`src/rtl/fg_sram_arbiter.sv`:
```
// Foreground SRAM arbiter: fixed 2-cycle pixel reads with priority, FIFO-buffered writes.
// Optional FG_ARB_STARVE_FLAG_EN adds a sticky writer-starvation flag on wr_starved.
module fg_sram_arbiter #(
    parameter int RESOLUTION_X = 1920,
    parameter int RESOLUTION_Y = 1080,
    parameter int ADDR_WIDTH   = 21,
    parameter int FIFO_DEPTH   = 8
) (
    input  logic                  clk,
    input  logic                  rst,
    input  logic                  fg_pixel_request_active,
    input  logic signed [12:0]    fg_pixel_request_x,
    input  logic signed [12:0]    fg_pixel_request_y,
    output logic [15:0]           fg_pixel_in,
    output logic                  fg_pixel_skip,
    input  logic                  wr_valid,
    output logic                  wr_ready,
    input  logic [ADDR_WIDTH-1:0] wr_addr,
    input  logic [15:0]           wr_data,
    output logic [ADDR_WIDTH-1:0] sram_addr,
    output logic [15:0]           sram_wdata,
    output logic                  sram_we,
    input  logic [15:0]           sram_rdata,
    output logic                  wr_starved
);

    localparam int PTR_W = $clog2(FIFO_DEPTH);
    localparam int CNT_W = $clog2(FIFO_DEPTH + 1);

    logic [ADDR_WIDTH-1:0] mem_addr [FIFO_DEPTH];
    logic [15:0]           mem_data [FIFO_DEPTH];
    logic [PTR_W-1:0]      wr_ptr;
    logic [PTR_W-1:0]      rd_ptr;
    logic [CNT_W-1:0]      count;

    logic                  x_ok;
    logic                  y_ok;
    logic                  in_range;
    logic [ADDR_WIDTH-1:0] rd_addr;
    logic                  full;
    logic                  empty;
    logic                  push;
    logic                  pop;
    logic                  rd_tag;

    // Sign bit rules out negative coordinates; the remaining bits compare unsigned.
    assign x_ok = !fg_pixel_request_x[12] &&
                  (fg_pixel_request_x[11:0] < 12'(RESOLUTION_X));
    assign y_ok = !fg_pixel_request_y[12] &&
                  (fg_pixel_request_y[11:0] < 12'(RESOLUTION_Y));
    assign in_range = fg_pixel_request_active && x_ok && y_ok;

    assign rd_addr = ADDR_WIDTH'(fg_pixel_request_y[11:0]) *
                     ADDR_WIDTH'(RESOLUTION_X) +
                     ADDR_WIDTH'(fg_pixel_request_x[11:0]);

    assign full     = (count == CNT_W'(FIFO_DEPTH));
    assign empty    = (count == '0);
    assign wr_ready = !rst && !full;
    assign push     = wr_valid && wr_ready;
    assign pop      = !in_range && !empty;

    always_ff @(posedge clk) begin
        if (push) begin
            mem_addr[wr_ptr] <= wr_addr;
            mem_data[wr_ptr] <= wr_data;
        end
    end

    always_ff @(posedge clk) begin
        if (rst) begin
            wr_ptr <= '0;
            rd_ptr <= '0;
            count  <= '0;
        end else begin
            if (push) wr_ptr <= wr_ptr + 1'b1;
            if (pop)  rd_ptr <= rd_ptr + 1'b1;
            unique case ({push, pop})
                2'b10:   count <= count + 1'b1;
                2'b01:   count <= count - 1'b1;
                default: count <= count;
            endcase
        end
    end

    // Address stage: a read owns the slot; otherwise the FIFO head may retire.
    always_ff @(posedge clk) begin
        if (rst) begin
            sram_addr  <= '0;
            sram_wdata <= '0;
            sram_we    <= 1'b0;
            rd_tag     <= 1'b0;
        end else begin
            sram_we <= 1'b0;
            rd_tag  <= in_range;
            if (in_range) begin
                sram_addr <= rd_addr;
            end else if (pop) begin
                sram_addr  <= mem_addr[rd_ptr];
                sram_wdata <= mem_data[rd_ptr];
                sram_we    <= 1'b1;
            end
        end
    end

    always_ff @(posedge clk) begin
        if (rst) begin
            fg_pixel_in   <= '0;
            fg_pixel_skip <= 1'b1;
        end else begin
            fg_pixel_in   <= rd_tag ? sram_rdata : 16'h0000;
            fg_pixel_skip <= !rd_tag;
        end
    end

`ifdef FG_ARB_STARVE_FLAG_EN
    logic [15:0] starve_cnt;
    logic        starve_q;
    logic        starve_hit;

    assign starve_hit = (starve_cnt >= 16'd1024);
    assign wr_starved = starve_q || starve_hit;

    always_ff @(posedge clk) begin
        if (rst) begin
            starve_cnt <= '0;
            starve_q   <= 1'b0;
        end else begin
            starve_q <= starve_q || starve_hit;
            if (pop)
                starve_cnt <= '0;
            else if (full && wr_valid && starve_cnt != 16'hFFFF)
                starve_cnt <= starve_cnt + 16'd1;
        end
    end
`else
    assign wr_starved = 1'b0;
`endif

endmodule
```
`config.mk`:
```
export PLATFORM = sky130hd
export DESIGN_NAME = fg_sram_arbiter
export DESIGN_NICKNAME = d
export VERILOG_FILES = /design/src/rtl/fg_sram_arbiter.sv
export SDC_FILE = /design/constraint.sdc
export NUM_CORES = 1
export LEC_CHECK = 0
export BUFFER_PORTS_ARGS = -buffer_cell sky130_fd_sc_hd__buf_4
export CORE_MARGIN = 8
export CORE_UTILIZATION = 45
export DETAILED_ROUTE_END_ITERATION = 7
export RECOVER_POWER = 25
export SLEW_MARGIN = 20
export SYNTH_ARGS = -nofsm -noshare
export SYNTH_HDL_FRONTEND = slang
export SYNTH_SLANG_ARGS = --single-unit
```
`constraint.sdc`:
```
create_clock -name clk -period 4.9 [get_ports clk]
set_input_delay 0 -clock clk [delete_from_list [all_inputs] [get_ports clk]]
set_output_delay 0 -clock clk [all_outputs]
set_load 0.005 [all_outputs]
```
==> results.sh, run 1 <==
export IMPL_grt_pass1_wl_um=52100
export IMPL_grt_max_degree=54
export IMPL_cp_required_ns=5.30
export IMPL_r2r_start="count[0]"
export IMPL_cp_num_buf_inv=3
export IMPL_cp_slowest_cell="fa_1"
export IMPL_hold_path_end="count[1]"
export IMPL_clk_latency_ns=0.52
export IMPL_ios=140
export IMPL_synth_distinct_cells=63
export IMPL_clock_fmax_ghz=0.299
export IMPL_overflow=0
export IMPL_switching_share_pct=29.0
export IMPL_post_cts_buffers=0
export IMPL_clock_skew_ns=0.0153
export IMPL_syn_num_nets=1040
export IMPL_finalInstanceArea_um2=18700
export IMPL_path_delay_family="adder cells"
export IMPL_cts_root_buf="clkbuf_16"
export IMPL_register_area_um2=10300
export IMPL_portBuffers=138
export IMPL_switching_power_mw=2.67
export IMPL_intPower_mw=6.54
export IMPL_crit_arrival_ns=3.75
export IMPL_yosys_warnings=0
export IMPL_tightest_slew_ns=1.10
export IMPL_numClockSinks=365
export IMPL_ant_nets=0
export IMPL_synthCells=904
export IMPL_dp_slack_ns=1.06
export IMPL_cts_inserted_buffers=39
export IMPL_die_w_um=200
export IMPL_slew_violations=0
export IMPL_crit_fanout=13
export IMPL_first_pass_iters=5
export IMPL_finalWirelength_um=33100
export IMPL_finalPower_mw=9.21
export IMPL_fin_util_pct=55.9
export IMPL_cts_tree="built"
export IMPL_slew_headroom_pct=26.8
export IMPL_synth_seq_cells=365
export IMPL_hp_class="in -> reg"
export IMPL_die_h_um=200
export IMPL_rows=67
export IMPL_vias=8458
export IMPL_status="finished, final reports clean"
export IMPL_p_clk_share_pct=31.0
export IMPL_syn_to_final_growth_pct=22.5
export IMPL_routed_via_density=5.29
export IMPL_final_period_utilization_pct=68.2
export IMPL_tns_ns=0
export IMPL_p_seq_share_pct=41.3
export IMPL_regToRegSetupSlack_ns=1.98
export IMPL_grt_pass1_vias=8662
export IMPL_power_density_nw_per_um2=493
export IMPL_r2r_end="mem_addr[4][4]"
export IMPL_drc_errors=0
export IMPL_dpl_instance_area_um2=16900
export IMPL_hold_viol=0
export IMPL_synth_edf_count=296
export IMPL_syn_mean_instance_area_um2=16.9
export IMPL_clk_pin_slew_ns=0.06
export IMPL_dieArea_um2=40100
export IMPL_synthArstFlopShare_pct=0
export IMPL_holdPathStages=2
export IMPL_place_hpwl_um=20000
export IMPL_cts_buffer_depth=3
export IMPL_synth_seq_area_share_pct=67.3
export IMPL_final_net_count=1254
export IMPL_critical_path_class="in -> reg"
export IMPL_end_kind="register"
export IMPL_ir_drop_uv=264
export IMPL_crit_path_max_incr_delay_ns=0.52
export IMPL_maxCapViolCount=0
export IMPL_r2r_cells=6
export IMPL_core_area_um2=33400
export IMPL_netlist_area_um2=15300
export IMPL_multi_input_area_um2=4710
export IMPL_path_cells="buf_4, inv_1, fa_1, fa_1, inv_1, ha_1, a21oi_2, nand2_1, o221ai_1, xnor2_4, nand3_2, or4_1, a31o_1"
export IMPL_setup_viol=0
export IMPL_grt_util_all_layers_pct=16.4
export IMPL_antenna_found_initial=2
export IMPL_pwr_share_comb_pct=27.7
export IMPL_post_route_min_period_ns=3.34
export IMPL_start_util_pct=45.6
export IMPL_wire_per_inst_um=20.7
export IMPL_synth_top_flop_cell="edfxtp_1"
export IMPL_min_from="rst"
export IMPL_cp_start_kind="primary input"
export IMPL_p_leak_nw=6.54
export IMPL_drt_initial_drc_count=605
export IMPL_rsz0062_at_grt="no"
export IMPL_setup_slack_ns=1.56
export IMPL_drive_gt1_share_pct=25.6
export IMPL_gp_congestion=0.758
export IMPL_htree_levels=2
export IMPL_nFillCells=2660
==> stage by stage <==
step,hold slack (ns),instances
floorplan,0.0989,904
global placement,0.202,1462
detailed placement,0.205,1462
CTS,0.00182,1597
global route,0.0218,1598
finish,0.0115,1598
==> flip-flops by register name, indices dropped and copies added (netlist names), named ones only <==
| signal | count |
|---|---|
| fg_pixel_in | 16 |
| sram_wdata | 16 |
| rd_tag | 1 |
| rd_ptr | 3 |
| wr_ptr | 3 |
| sram_we | 1 |
| mem_data | 128 |
| fg_pixel_skip | 1 |
| mem_addr | 168 |
| sram_addr | 21 |
| count | 4 |
==> worst max-delay path by stage <==
stage,startpoint,endpoint,slack [ns],cells after the start
floorplan,count[0],mem_addr[0][0],0.81,5
global placement,fg_pixel_request_y[4],sram_addr[20],1.08,13
detailed placement,fg_pixel_request_y[5],sram_addr[20],1.06,13
CTS,fg_pixel_request_y[5],sram_addr[20],1.58,13
global route,fg_pixel_request_y[4],sram_addr[20],1.26,13
finish,fg_pixel_request_y[4],sram_addr[20],1.56,13
==> synthesized netlist by cell type (16+ instances only) <==
library cell	count	share of area [%]
fa_1	23	3.0
inv_1	44	1.1
nor2_1	43	1.1
mux4_2	74	11
a211oi_1	26	1.3
clkbuf_1	27	0.66
nand2_1	42	1.0
mux2i_1	37	2.4
edfxtp_1	296	58
and2_1	16	0.66
o211ai_1	17	0.84
a21oi_1	26	0.85
dfxtp_1	69	9.1
ha_1	30	2.5
==> worst reg2reg max path, delay by kind of cell (launching register included) <==
family | cells | cell delay [ns]
AND/OR/NAND/NOR | 4 | 1.50
buffers and inverters | 1 | 0.45
flip-flops | 1 | 0.43
AO/OA/AOI/OAI | 1 | 0.19
==> cell families (layout without fill, tap and decap cells) <==
| group | count (synthesis) | in the layout | synth area share [%] |
|---|---|---|---|
| muxes | 112 | 112 | 13.4 |
| DFF | 365 | 365 | 67.3 |
| xor gates and xnor gates | 25 | 25 | 1.73 |
| buffers and inverters | 90 | 335 | 2.36 |
| AOI/OAI and AO/OA | 115 | 115 | 5.25 |
| and+or+nand+nor | 143 | 143 | 4.43 |
| other | 1 | 2 | 0.0246 |
| adders and majority gates | 53 | 53 | 5.48 |
==> cells in the final DEF, fill, tap and decap left out, types with 3 or more instances in the layout <==
cell	count
clkbuf_8	3
nor2_1	37
nand4_1	3
clkbuf_16	41
o211ai_1	17
dlygate4sd3_1	63
nand2b_1	4
nor2_4	6
xnor2_1	12
dfxtp_2	3
fa_1	23
a211o_1	4
edfxtp_1	296
nor3_1	6
a21o_1	6
mux4_2	74
buf_4	132
clkinv_2	8
ha_1	30
inv_1	44
nand3_1	9
nand2_1	42
xor2_1	10
and2_1	16
a21oi_2	3
clkinv_1	6
clkbuf_1	30
a21oi_1	26
o21ai_0	10
mux2i_1	37
a211oi_1	26
dfxtp_1	66
==> area by class of cell <==
class	instances	share of cell area (%)
antenna	1	0.0134
clock inverter	21	0.917
tap	448	3.00
clock buffer	51	5.86
sequential	365	55.0
inverter	44	0.884
timing repair buffer	219	9.16
multi-input combinational	449	25.2
==> power by group through the flow <==
stage / Combinational [mW] / Sequential, mW / Clock (mW)
6_report: 2.55 / 3.81 / 2.86
5_1_grt: 2.81 / 3.85 / 3.04
4_1_cts: 2.59 / 3.82 / 2.93
3_5_place_dp: 2.53 / 3.88 / 0
3_3_place_gp: 2.52 / 3.87 / 0
2_1_floorplan: 1.88 / 3.73 / 0
==> metal layers <==
layer	up-vias	track usage, %	wire length, um
met3	37	2.74	1400
li1	3920	-	-
met1	4311	23.3	15400
met4	2	3.65	464
met2	188	26.3	15800
met5	-	0	8
==> repair_timing <==
| item | CTS | global route |
|---|---|---|
| gates resized for setup | 0 | 0 |
| hold buffers | 63 | 0 |
| endpoints found under the hold margin | 321 | 0 |
(Power assumes the default switching activity.)
==> run 2, diff against run 1 <==
--- a/config.mk
+++ b/config.mk
@@ -9,6 +9,7 @@
 export CORE_MARGIN = 8
 export CORE_UTILIZATION = 45
 export DETAILED_ROUTE_END_ITERATION = 7
+export PLACE_DENSITY = 0.66
 export RECOVER_POWER = 25
 export SLEW_MARGIN = 20
 export SYNTH_ARGS = -nofsm -noshare
==> constraint.sdc (replaced) <==
create_clock -name clk -period 2.8 [get_ports clk]
set_input_delay 0 -clock clk [delete_from_list [all_inputs] [get_ports clk]]
set_output_delay 0 -clock clk [all_outputs]
set_load 0.005 [all_outputs]
==> results.sh, run 2 (same netlist as run 1, synthesis figures left out) <==
export IMPL_status="finished, violations left"
export IMPL_violations="negative setup slack"
export IMPL_p_seq_share_pct=38.6
export IMPL_vias=8691
export IMPL_tightest_slew_ns=0.910
export IMPL_numClockSinks=365
export IMPL_antenna_found_initial=2
export IMPL_dp_slack_ns=-0.686
export IMPL_rsz0062_at_grt="yes"
export IMPL_hp_class="in -> reg"
export IMPL_fin_util_pct=58.7
export IMPL_overflow=0
export IMPL_intPower_mw=12.1
export IMPL_clk_latency_ns=0.52
export IMPL_crit_arrival_ns=3.25
export IMPL_setup_slack_ns=-0.0472
export IMPL_largest_registers="mem_addr x168, mem_data x128, sram_addr x21"
export IMPL_post_route_min_period_ns=2.85
export IMPL_cts_root_buf="clkbuf_16"
export IMPL_end_kind="register"
export IMPL_ir_drop_uv=606
export IMPL_setup_viol=1
export IMPL_maxCapViolCount=0
export IMPL_grt_pass1_vias=9098
export IMPL_register_area_um2=10300
export IMPL_wire_per_inst_um=19.9
export IMPL_clk_pin_slew_ns=0.06
export IMPL_clock_fmax_ghz=0.351
export IMPL_layout_commonest_cell="edfxtp_1"
export IMPL_rows=67
export IMPL_power_density_nw_per_um2=859
export IMPL_p_leak_nw=6.93
export IMPL_ant_nets=0
export IMPL_clock_skew_ns=0.0187
export IMPL_crit_fanout=4
export IMPL_slew_violations=0
export IMPL_regMostFlops="mem_addr"
export IMPL_drc_errors=0
export IMPL_routed_via_density=5.20
export IMPL_cts_inserted_buffers=38
export IMPL_pwr_share_comb_pct=31.3
export IMPL_first_pass_iters=5
export IMPL_ios=140
export IMPL_grt_max_degree=53
export IMPL_gp_congestion=0.764
export IMPL_place_hpwl_um=21100
export IMPL_final_cell_mix="edfxtp_1, buf_4, mux4_2"
export IMPL_htree_levels=2
export IMPL_nFillCells=2530
export IMPL_slew_headroom_pct=39.2
export IMPL_hold_viol=0
export IMPL_drive_gt1_share_pct=32.4
export IMPL_cts_buffer_depth=3
export IMPL_grt_util_all_layers_pct=16.3
export IMPL_drt_initial_drc_count=450
export IMPL_die_h_um=200
export IMPL_dieArea_um2=40100
export IMPL_finalWirelength_um=33300
export IMPL_switching_share_pct=28.4
export IMPL_finalPower_mw=16.9
export IMPL_die_w_um=200
export IMPL_cts_tree="built"
export IMPL_final_net_count=1331
export IMPL_core_area_um2=33400
export IMPL_grt_pass1_wl_um=52400
export IMPL_cp_required_ns=3.20
export IMPL_multi_input_area_um2=4890
export IMPL_critical_path_class="in -> reg"
export IMPL_syn_to_final_growth_pct=28.7
export IMPL_switching_power_mw=4.80
export IMPL_final_period_utilization_pct=102
export IMPL_cp_start_kind="primary input"
export IMPL_largest_reg_flops=168
export IMPL_p_clk_share_pct=30.0
export IMPL_portBuffers=138
export IMPL_start_util_pct=45.6
[run 2: worst paths after layout]
path,start,end,slack [ns],cells after the start
worst max-delay path,fg_pixel_request_y[4],sram_addr[20],-0.05,13
worst min-delay path,fg_pixel_request_y[0],sram_addr[7],0.04,5
worst max register to register,count[0],count[3],0.27,11
worst min register to register,sram_addr[11],sram_addr[11],0.50,2
[run 2: what timing repair did]
item,4_1_cts,5_1_grt
pin swaps,6,14
gates resized for setup,6,15
endpoints found under the setup margin,6,8
setup buffers,3,3
endpoints found under the hold margin,320,0
hold buffers,61,0
[run 2: critical path: stages]
cell and delay [ns]:
buf_4 0.10, clkinvlp_4 0.13, fa_1 0.50, fa_1 0.52, inv_1 0.04, ha_1 0.21
or4_4 0.50, a21oi_4 0.14, or2_4 0.17, xnor2_4 0.12, nand3_2 0.09, or4_1 0.53
a31o_1 0.19
[run 2: final cells by class]
type	count	area share (%)
antenna	2	0.0255
clock buffer	44	5.01
clock inverter	22	1.40
inverter	44	0.918
multi-input combinational	449	24.9
sequential	365	52.3
tap	448	2.85
timing repair buffer	297	12.6
[run 2: stage by stage]
stage          setup TNS (ns)  area [um^2]  std cells  hold slack, ns
6_report              -0.0472        19600       1671          0.0450
5_1_grt                -0.343        19600       1671          0.0679
3_5_place_dp            -4.65        17700       1537           0.207
3_3_place_gp            -3.78        17700       1537           0.202
4_1_cts               -0.0840        19600       1667          0.0387
2_1_floorplan          -0.901        15400        904          0.0989
[run 2: power by group through the flow]
stage | clock network (mW) | registers [mW] | logic (mW)
2_1_floorplan | 0 | 6.53 | 3.39
3_3_place_gp | 0 | 6.62 | 5.07
3_5_place_dp | 0 | 6.63 | 5.13
4_1_cts | 5.17 | 6.52 | 5.28
5_1_grt | 5.36 | 6.56 | 5.80
6_report | 5.07 | 6.52 | 5.28
[run 2: layer usage]
layer  vias up  routed length [um]  GRT usage (%)  share of wire, %
met2       195               16600           28.0                50
met1      4370               14400           21.4                43
met5         -                   0              0                 0
met3        45                1670           3.00               5.0
li1       4081                   -              -                 -
met4         0                 580           3.81               1.7
==> run 3, diff against run 2 <==
--- a/config.mk
+++ b/config.mk
@@ -11,6 +11,7 @@
 export DETAILED_ROUTE_END_ITERATION = 7
 export PLACE_DENSITY = 0.66
 export RECOVER_POWER = 25
+export SETUP_SLACK_MARGIN = 0.02
 export SLEW_MARGIN = 20
 export SYNTH_ARGS = -nofsm -noshare
 export SYNTH_HDL_FRONTEND = slang
==> results.sh, run 3 (same netlist as run 1, synthesis figures left out) <==
export IMPL_die_w_um=200
export IMPL_rows=67
export IMPL_regMostFlops="mem_addr"
export IMPL_numClockSinks=365
export IMPL_finalPower_mw=16.5
export IMPL_final_net_count=1333
export IMPL_vias=8676
export IMPL_hp_class="in -> reg"
export IMPL_largest_reg_flops=168
export IMPL_drt_initial_drc_count=552
export IMPL_p_leak_nw=6.88
export IMPL_largest_registers="mem_addr x168, mem_data x128, sram_addr x21"
export IMPL_cp_start_kind="primary input"
export IMPL_cts_inserted_buffers=38
export IMPL_end_kind="register"
export IMPL_crit_fanout=4
export IMPL_busiest_layer="met2"
export IMPL_cts_root_buf="clkbuf_16"
export IMPL_grt_pass1_wl_um=52000
export IMPL_routed_via_density=5.18
export IMPL_diodes=0
export IMPL_grt_util_all_layers_pct=16.4
export IMPL_clk_latency_ns=0.53
export IMPL_cp_required_ns=3.22
export IMPL_instances_no_fill=1675
export IMPL_setup_slack_ns=0.00449
export IMPL_portBuffers=138
export IMPL_drive_gt1_share_pct=32.0
export IMPL_rsz0062_at_grt="yes"
export IMPL_grt_max_degree=53
export IMPL_final_period_utilization_pct=99.8
export IMPL_start_util_pct=45.6
export IMPL_use_met3_pct=3.66
export IMPL_syn_to_final_growth_pct=27.6
export IMPL_clock_skew_ns=0.0120
export IMPL_first_pass_iters=5
export IMPL_finalWirelength_um=33000
export IMPL_whs_ns=0.0633
export IMPL_place_hpwl_um=20600
export IMPL_core_area_um2=33400
export IMPL_post_route_min_period_ns=2.80
export IMPL_overflow=0
export IMPL_dp_slack_ns=-0.587
export IMPL_drc_errors=0
export IMPL_layout_commonest_cell="edfxtp_1"
export IMPL_status="finished, final reports clean"
export IMPL_antenna_found_initial=0
export IMPL_slew_violations=0
export IMPL_dieArea_um2=40100
export IMPL_grt_pass1_vias=9131
export IMPL_cts_buffer_depth=3
export IMPL_wire_per_inst_um=19.7
export IMPL_ir_drop_uv=393
export IMPL_final_cell_mix="edfxtp_1, buf_4, mux4_2"
export IMPL_use_met1_pct=21.5
export IMPL_fin_util_pct=58.2
export IMPL_clock_fmax_ghz=0.358
export IMPL_hold_viol=0
export IMPL_maxCapViolCount=0
export IMPL_die_h_um=200
export IMPL_htree_levels=2
export IMPL_tightest_slew_ns=0.849
export IMPL_ant_nets=0
export IMPL_slew_headroom_pct=43.3
export IMPL_power_density_nw_per_um2=847
export IMPL_critical_path_class="in -> reg"
export IMPL_setup_viol=0
export IMPL_cts_tree="built"
export IMPL_dp_cells=1538
export IMPL_clk_pin_slew_ns=0.06
export IMPL_gp_congestion=0.770
export IMPL_ios=140
export IMPL_use_met2_pct=27.5
export IMPL_crit_arrival_ns=3.22
==> run 3: cell count changes in the layout (fill, tap and decap cells not counted), sizes merged <==
cell         previous run  this run
clkbuf                 70        77
clkinvlp                5         6
buf                   210       213
bufinv                  6         1
diode                   2         0
dlygate4sd3            61        62
clkinv                 13        12
==> run 3: path summary, 6_finish.rpt <==
kind / slack (ns) / startpoint / cells after the start / endpoint
max: 0.004 / fg_pixel_request_y[3] / 13 / sram_addr[20]
min: 0.06 / rst / 4 / wr_ptr[1]
max reg2reg: 0.36 / count[0] / 11 / count[3]
min reg2reg: 0.50 / wr_ptr[0] / 2 / wr_ptr[0]
==> run 3: stage by stage <==
stage                     cell area (um^2)  TNS [ns]
final                                19500         0
after global placement               17600     -4.14
after floorplan                      15400    -0.900
after global routing                 19500    -0.110
after CTS                            19500   -0.0139
after detailed placement             17600     -4.26
==> run 3: power by group <==
part / switching (mW) / internal, mW / total [mW]
clock: 1.99 / 2.74 / 4.73
combinational: 2.40 / 2.73 / 5.13
sequential: 0.378 / 6.25 / 6.63
==> run 3: final cells by class <==
class	instances	area, um^2
Tap cell	448	561
Sequential cell	365	10300
Clock inverter	17	134
Timing Repair Buffer	299	2410
Inverter	44	180
Fill cell	2518	14000
Clock buffer	53	1050
Multi-Input combinational cell	449	4860
==> run 3: metal layers <==
metal | vias up | wire length, um
li1 | 4071 | -
met1 | 4357 | 14500
met2 | 216 | 16300
met3 | 32 | 1770
met4 | 0 | 535
met5 | - | 0
==> run 3: timing repair <==
| action | in CTS | in global routing |
|---|---|---|
| hold buffers | 61 | 1 |
| endpoints found under the setup margin | 3 | 7 |
| hold endpoints to repair | 320 | 1 |
| gates cloned | 0 | 0 |
| pin swaps | 14 | 16 |
| setup buffers | 2 | 3 |
| gates resized for setup | 5 | 18 |
==> run 3: critical path, cell delays in order <==
cell	delay [ns]
buf_4	0.10
clkinvlp_4	0.13
fa_1	0.51
fa_1	0.50
inv_1	0.04
ha_2	0.17
or4_4	0.54
a21oi_4	0.14
or2_4	0.17
xnor2_4	0.12
nand3_2	0.08
or4_4	0.53
a31o_1	0.18
